==> src/rtl/gantry_pkg.sv <==
// Shared types and defaults for the gantry move sequencer.
package gantry_pkg;

  localparam int unsigned CoordW          = 3;
  localparam int unsigned DefStepsPerCell = 400;

  typedef logic [CoordW-1:0] coord_t;

  typedef enum logic [2:0] {
    StIdle,
    StLegXIssue,
    StLegXWait,
    StLegYIssue,
    StLegYWait,
    StSettle,
    StDone
  } state_e;

endpackage

==> src/rtl/axis_leg_calc.sv <==
// Combinational leg planner for one axis: signed cell delta to direction, step count and
// a zero-motion flag.
module axis_leg_calc #(
  parameter int unsigned COORD_W        = 3,
  parameter int unsigned STEPS_PER_CELL = 400,
  parameter int unsigned STEP_W         = 32
) (
  input  logic signed [COORD_W:0] delta_i,
  output logic                    dir_o,
  output logic [STEP_W-1:0]       steps_o,
  output logic                    zero_o
);

  logic [COORD_W:0] mag;

  assign mag     = delta_i[COORD_W] ? unsigned'(-delta_i) : unsigned'(delta_i);
  assign zero_o  = (delta_i == '0);
  assign dir_o   = !delta_i[COORD_W] && !zero_o;
  assign steps_o = STEP_W'(mag) * STEP_W'(STEPS_PER_CELL);

endmodule

==> src/rtl/gantry_move_sequencer.sv <==
// Gantry move sequencer: travel leg to the source cell, magnet on, carry leg to the
// destination cell, magnet off. X always moves before Y; axes are never run together.
module gantry_move_sequencer
  import gantry_pkg::*;
#(
  parameter int unsigned GRID_X         = 4,
  parameter int unsigned GRID_Y         = 5,
  parameter int unsigned COORD_W        = CoordW,
  parameter int unsigned STEPS_PER_CELL = DefStepsPerCell,
  parameter int unsigned STEP_W         = 32,
  parameter int unsigned SETTLE_CYC     = 2500000
) (
  input  logic               i_Clk,
  input  logic               i_rst,
  input  logic               i_cmd_valid,
  output logic               o_cmd_ready,
  input  logic [COORD_W-1:0] i_src_x,
  input  logic [COORD_W-1:0] i_src_y,
  input  logic [COORD_W-1:0] i_dst_x,
  input  logic [COORD_W-1:0] i_dst_y,
  output logic               o_x_en,
  output logic               o_x_direction,
  output logic [STEP_W-1:0]  o_x_total_steps,
  input  logic               i_x_done,
  output logic               o_y_en,
  output logic               o_y_direction,
  output logic [STEP_W-1:0]  o_y_total_steps,
  input  logic               i_y_done,
  output logic               o_magnet,
  output logic               o_busy,
  output logic               o_done,
  output logic               o_err,
  output logic [COORD_W-1:0] o_pos_x,
  output logic [COORD_W-1:0] o_pos_y
);

  localparam int unsigned CntW = (SETTLE_CYC > 1) ? $clog2(SETTLE_CYC) : 1;

  state_e              state_q, state_d;
  logic                leg_q, leg_d;
  logic                skip_q, skip_d;
  logic                magnet_q, magnet_d;
  logic                err_q, err_d;
  logic [CntW-1:0]     cnt_q, cnt_d;
  logic [COORD_W-1:0]  tgt_x_q, tgt_x_d, tgt_y_q, tgt_y_d;
  logic [COORD_W-1:0]  dst_x_q, dst_x_d, dst_y_q, dst_y_d;
  logic [COORD_W-1:0]  pos_x_q, pos_x_d, pos_y_q, pos_y_d;
  logic                x_dir_q, x_dir_d, y_dir_q, y_dir_d;
  logic [STEP_W-1:0]   x_steps_q, x_steps_d, y_steps_q, y_steps_d;

  logic signed [COORD_W:0] dx, dy;
  logic                    x_dir_c, y_dir_c, x_zero, y_zero;
  logic [STEP_W-1:0]       x_steps_c, y_steps_c;
  logic                    cmd_bad;

  assign dx = $signed({1'b0, tgt_x_q}) - $signed({1'b0, pos_x_q});
  assign dy = $signed({1'b0, tgt_y_q}) - $signed({1'b0, pos_y_q});

  assign cmd_bad = (32'(i_src_x) >= GRID_X) || (32'(i_dst_x) >= GRID_X) ||
                   (32'(i_src_y) >= GRID_Y) || (32'(i_dst_y) >= GRID_Y);

  axis_leg_calc #(
    .COORD_W        (COORD_W),
    .STEPS_PER_CELL (STEPS_PER_CELL),
    .STEP_W         (STEP_W)
  ) u_x_calc (
    .delta_i (dx),
    .dir_o   (x_dir_c),
    .steps_o (x_steps_c),
    .zero_o  (x_zero)
  );

  axis_leg_calc #(
    .COORD_W        (COORD_W),
    .STEPS_PER_CELL (STEPS_PER_CELL),
    .STEP_W         (STEP_W)
  ) u_y_calc (
    .delta_i (dy),
    .dir_o   (y_dir_c),
    .steps_o (y_steps_c),
    .zero_o  (y_zero)
  );

  // The issue state lasts one cycle, so the start pulse is decoded from it; direction and
  // steps come straight from the planner during the pulse and from the holding regs after.
  assign o_x_en          = (state_q == StLegXIssue) && !x_zero;
  assign o_x_direction   = o_x_en ? x_dir_c : x_dir_q;
  assign o_x_total_steps = o_x_en ? x_steps_c : x_steps_q;
  assign o_y_en          = (state_q == StLegYIssue) && !y_zero;
  assign o_y_direction   = o_y_en ? y_dir_c : y_dir_q;
  assign o_y_total_steps = o_y_en ? y_steps_c : y_steps_q;
  assign o_cmd_ready     = (state_q == StIdle);
  assign o_busy          = (state_q != StIdle);
  assign o_done          = (state_q == StDone);
  assign o_err           = err_q;
  assign o_magnet        = magnet_q;
  assign o_pos_x         = pos_x_q;
  assign o_pos_y         = pos_y_q;

  // Next-state logic for the move sequence.
  always_comb begin
    state_d   = state_q;
    leg_d     = leg_q;
    skip_d    = skip_q;
    magnet_d  = magnet_q;
    err_d     = 1'b0;
    cnt_d     = cnt_q;
    tgt_x_d   = tgt_x_q;
    tgt_y_d   = tgt_y_q;
    dst_x_d   = dst_x_q;
    dst_y_d   = dst_y_q;
    pos_x_d   = pos_x_q;
    pos_y_d   = pos_y_q;
    x_dir_d   = x_dir_q;
    x_steps_d = x_steps_q;
    y_dir_d   = y_dir_q;
    y_steps_d = y_steps_q;
    unique case (state_q)
      StIdle: begin
        if (i_cmd_valid) begin
          if (cmd_bad) begin
            err_d = 1'b1;
          end else begin
            tgt_x_d = i_src_x;
            tgt_y_d = i_src_y;
            dst_x_d = i_dst_x;
            dst_y_d = i_dst_y;
            leg_d   = 1'b0;
            state_d = StLegXIssue;
          end
        end
      end
      StLegXIssue: begin
        if (x_zero) begin
          state_d = StLegYIssue;
        end else begin
          x_dir_d   = x_dir_c;
          x_steps_d = x_steps_c;
          skip_d    = 1'b1;
          state_d   = StLegXWait;
        end
      end
      StLegXWait: begin
        // A done still asserted from the previous leg must not end this one.
        if (skip_q) begin
          skip_d = 1'b0;
        end else if (i_x_done) begin
          pos_x_d = tgt_x_q;
          state_d = StLegYIssue;
        end
      end
      StLegYIssue: begin
        if (y_zero) begin
          cnt_d    = CntW'(SETTLE_CYC - 1);
          magnet_d = !leg_q;
          state_d  = StSettle;
        end else begin
          y_dir_d   = y_dir_c;
          y_steps_d = y_steps_c;
          skip_d    = 1'b1;
          state_d   = StLegYWait;
        end
      end
      StLegYWait: begin
        if (skip_q) begin
          skip_d = 1'b0;
        end else if (i_y_done) begin
          pos_y_d  = tgt_y_q;
          cnt_d    = CntW'(SETTLE_CYC - 1);
          magnet_d = !leg_q;
          state_d  = StSettle;
        end
      end
      StSettle: begin
        if (cnt_q == '0) begin
          if (!leg_q) begin
            leg_d   = 1'b1;
            tgt_x_d = dst_x_q;
            tgt_y_d = dst_y_q;
            state_d = StLegXIssue;
          end else begin
            state_d = StDone;
          end
        end else begin
          cnt_d = cnt_q - 1'b1;
        end
      end
      StDone: begin
        state_d = StIdle;
      end
      default: begin
        state_d = StIdle;
      end
    endcase
  end

  // State registers; reset aborts any move, drops the magnet and returns to home.
  always_ff @(posedge i_Clk or posedge i_rst) begin
    if (i_rst) begin
      state_q   <= StIdle;
      leg_q     <= 1'b0;
      skip_q    <= 1'b0;
      magnet_q  <= 1'b0;
      err_q     <= 1'b0;
      cnt_q     <= '0;
      tgt_x_q   <= '0;
      tgt_y_q   <= '0;
      dst_x_q   <= '0;
      dst_y_q   <= '0;
      pos_x_q   <= '0;
      pos_y_q   <= '0;
      x_dir_q   <= 1'b0;
      x_steps_q <= '0;
      y_dir_q   <= 1'b0;
      y_steps_q <= '0;
    end else begin
      state_q   <= state_d;
      leg_q     <= leg_d;
      skip_q    <= skip_d;
      magnet_q  <= magnet_d;
      err_q     <= err_d;
      cnt_q     <= cnt_d;
      tgt_x_q   <= tgt_x_d;
      tgt_y_q   <= tgt_y_d;
      dst_x_q   <= dst_x_d;
      dst_y_q   <= dst_y_d;
      pos_x_q   <= pos_x_d;
      pos_y_q   <= pos_y_d;
      x_dir_q   <= x_dir_d;
      x_steps_q <= x_steps_d;
      y_dir_q   <= y_dir_d;
      y_steps_q <= y_steps_d;
    end
  end

endmodule

==> config.mk <==
export PLATFORM = sky130hd
export DESIGN_NAME = gantry_move_sequencer
export DESIGN_NICKNAME = d
export VERILOG_FILES = /design/src/rtl/gantry_pkg.sv /design/src/rtl/axis_leg_calc.sv /design/src/rtl/gantry_move_sequencer.sv
export SDC_FILE = /design/constraint.sdc
export NUM_CORES = 1
export LEC_CHECK = 0
export CORE_MARGIN = 2
export CORE_UTILIZATION = 46
export CTS_CLUSTER_SIZE = 10
export DETAILED_ROUTE_END_ITERATION = 8
export PLACE_DENSITY_LB_ADDON = 0.15
export SLEW_MARGIN = 30
export SYNTH_ARGS = -nofsm -noshare
export SYNTH_HDL_FRONTEND = slang
export SYNTH_SLANG_ARGS = --single-unit
==> constraint.sdc <==
create_clock -name i_Clk -period 3.9 [get_ports i_Clk]
set_input_delay 0.78 -clock i_Clk [delete_from_list [all_inputs] [get_ports i_Clk]]
set_output_delay 0.78 -clock i_Clk [all_outputs]
set_load 0.01 [all_outputs]
==> impl_metrics.env <==
export IMPL_hp_class="reg -> reg"
export IMPL_netlist_area_mm2=0.00431
export IMPL_dpl_cell_count=642
export IMPL_async_flop_share_pct=100
export IMPL_critPathKind="reg -> out"
export IMPL_grt_overflow=0
export IMPL_viasPerCell=5.16
export IMPL_io_pins=96
export IMPL_grt_setup_unrepaired="true"
export IMPL_ff_latch_area_mm2=0.00168
export IMPL_grt_pass1_vias=3425
export IMPL_area_growth_pct=31.9
export IMPL_drtAntennaViolNets=0
export IMPL_fin_ws_ns=-0.371
export IMPL_tightest_slew_ns=0.780
export IMPL_syn_avg_cell_area_um2=9.46
export IMPL_grt_max_degree=49
export IMPL_drtIter0Drc=134
export IMPL_critPathMaxStageDelay_ns=0.49
export IMPL_outcome="finished, violations left"
export IMPL_rows=35
export IMPL_grt_met2_usage_pct=34.8
export IMPL_r2r_start="tgt_x_q[0]"
export IMPL_drt_total_wl_mm=9.70
export IMPL_drv_slew=0
export IMPL_path_clk_slew_ns=0.07
export IMPL_synth_edf_count=0
export IMPL_final_common_cell="dfrtp_1"
export IMPL_cts_root_buf="clkbuf_8"
export IMPL_endpoint_kind="primary output"
export IMPL_worstPathCellList="inv_2 > ha_4 > inv_2 > fa_1 > inv_1 > ha_1 > mux2_4 > ha_1 > inv_1 > fa_2 > inv_2 > a31oi_4 > xor2_1 > o21ai_1 > buf_2"
export IMPL_use_met1_pct=25.2
export IMPL_antenna_cells=0
export IMPL_arrival_ns=3.49
export IMPL_clkLatencyLatePin_ns=0.35
export IMPL_first_pass_iters=4
export IMPL_cp_max_fo=3
export IMPL_drcViolationCount=0
export IMPL_cts_sink_count=67
export IMPL_cts_htree_levels=3
export IMPL_drive_above_1_share_pct=27.9
export IMPL_hold_viol_final=0
export IMPL_place_gp_congestion=0.859
export IMPL_synth_seq_area_share_pct=38.9
export IMPL_ys_seq_elements=67
export IMPL_cp_required_ns=3.12
export IMPL_synth_compound_area_share_pct=12.6
export IMPL_grt_pass1_wl_mm=16.2
export IMPL_die_area_mm2=0.0102
export IMPL_holdBufCountCts=0
export IMPL_io_buffer_count=49
export IMPL_min_delay_start="x_steps_q[8]"
export IMPL_mostFrequentLayoutCells="dfrtp_1, buf_4, conb_1"
export IMPL_top_usage_layer="met2"
export IMPL_die_h_um=101
export IMPL_multi_input_comb_area_mm2=0.00258
export IMPL_synth_xor_area_share_pct=2.03
export IMPL_cp_common_cell="inv_2"
export IMPL_critical_path_slowest_cell="fa_1"
export IMPL_hpwl_mm=6.64
export IMPL_globalRouteTotalUtil_pct=20.2
export IMPL_grt_antenna_before_repair=0
export IMPL_place_ws_ns=-0.573
export IMPL_yosys_area_share_simple_pct=18.1
export IMPL_synth_top_family_by_area="simple AND/OR/NAND/NOR gates"
export IMPL_skew_ns=0.00876
export IMPL_relSlewSlack_pct=47.8
export IMPL_max_freq_ghz=0.234
export IMPL_final_setup_viol_count=8
export IMPL_yosysWarnings=0
export IMPL_crit_start="tgt_x_q[0]"
export IMPL_min_period_ns=4.27
export IMPL_violations="negative setup slack"
export IMPL_cap_violations=0
export IMPL_synthAdderAreaFrac_pct=9.69
export IMPL_wire_per_inst_um=14.3
export IMPL_worst_hold_slack_ns=0.465
export IMPL_ys_types=61
export IMPL_cp_start_kind="flip-flop"
export IMPL_dr_total_vias=3497
export IMPL_met3_usage_pct=4.51
export IMPL_design_core_area_mm2=0.00915
export IMPL_die_w_um=101
export IMPL_cts_tree="built"
export IMPL_fillCellCount=756
export IMPL_synth_flop_cell="dfrtp_1"
export IMPL_synthCells=456
export IMPL_clk_path_buf_depth=2
export IMPL_cts_made_buffers=9
export IMPL_min_period_over_period_pct=110
export IMPL_fin_cells=678
export IMPL_start_util_pct=47.1
export IMPL_nNetsFinal=611
export IMPL_synthMuxAreaShare_pct=6.32
-- metal layers --
metal | wire [µm] | up-vias
met3 | 441 | 13
met2 | 4800 | 93
met5 | 0 | -
met1 | 4310 | 1662
met4 | 145 | 0
li1 | - | 1729
-- area by class of cell --
cell class	instances	share of cell area [%]
multi-input cells	343	45.3
clock inverters	4	1.30
inverters	28	1.93
repair buffers	114	16.9
well taps	111	2.44
flip-flops and latches	67	29.5
clock buffers	11	2.66
-- logic make-up after synthesis --
kind of cell,after synthesis
other,1
adder cells (fa/ha/maj),31
buffers and inverters,91
multiplexers,25
flip-flops,67
XOR/XNOR,10
AO/OA/AOI/OAI,84
AND/OR/NAND/NOR,147
-- path summary, 6_finish.rpt --
kind,depth (start not counted),slack (ns),endpoint
setup reg to reg,14,0.77,x_steps_q[10]
hold reg to reg,2,0.47,x_steps_q[8]
hold / removal,2,0.47,x_steps_q[8]
min in group asynchronous,2,0.85,cnt_q[20]
setup / recovery,15,-0.37,o_x_total_steps[12]
max in group asynchronous,3,2.45,cnt_q[17]
-- flip-flops by register name (all words and copies together), names as in the netlist --
register / count
cnt_q: 22
dst_x_q: 3
dst_y_q: 3
leg_q: 1
o_err: 1
o_magnet: 1
o_pos_x: 3
o_pos_y: 3
skip_q: 1
state_q: 3
tgt_x_q: 3
tgt_y_q: 3
x_dir_q: 1
x_steps_q: 9
y_dir_q: 1
y_steps_q: 9
-- through the flow --
stage / instance area (µm²) / setup TNS (ns) / util (%)
after detailed placement: 5020 / -3.07 / 54.8
after floorplan: 4480 / 0 / -
after CTS: 5510 / -2.14 / 60.2
after global placement: 5010 / -2.46 / 54.8
after global routing: 5690 / -2.73 / 62.2
final: 5690 / -1.74 / 62.2
-- synthesized netlist by cell type, drive strengths merged (7+ instances only) --
cell type,count,area share [%]
a21oi,22,2.6
buf,50,8.8
clkbuf,13,1.1
dfrtp,67,39
ha,27,7.8
inv,28,2.4
mux2,18,4.7
mux2i,7,1.6
nand2,42,3.7
nand3,10,1.2
nor2,26,2.3
nor2b,7,1.0
nor3,8,0.93
o21ai,22,2.6
or3,7,1.0
or4,10,1.7
xnor2,8,1.6
-- repair_timing --
| item | in CTS | in global routing |
|---|---|---|
| setup buffers | 12 | 9 |
| gates resized for setup | 80 | 20 |
| pin swaps | 24 | 20 |
| setup endpoints to repair | 10 | 15 |
-- critical path, delay by kind of cell (launching register included) --
family	cells	cell delay, ns
AOI/OAI and AO/OA	2	0.24
xor gates and xnor gates	1	0.16
adders and majority gates	5	1.59
buffers and inverters	6	0.45
DFF	1	0.38
muxes	1	0.31
Power is left out: the tool's default activity adds up to more than one toggle a clock period on the data nets, which glitch-free logic cannot reach.
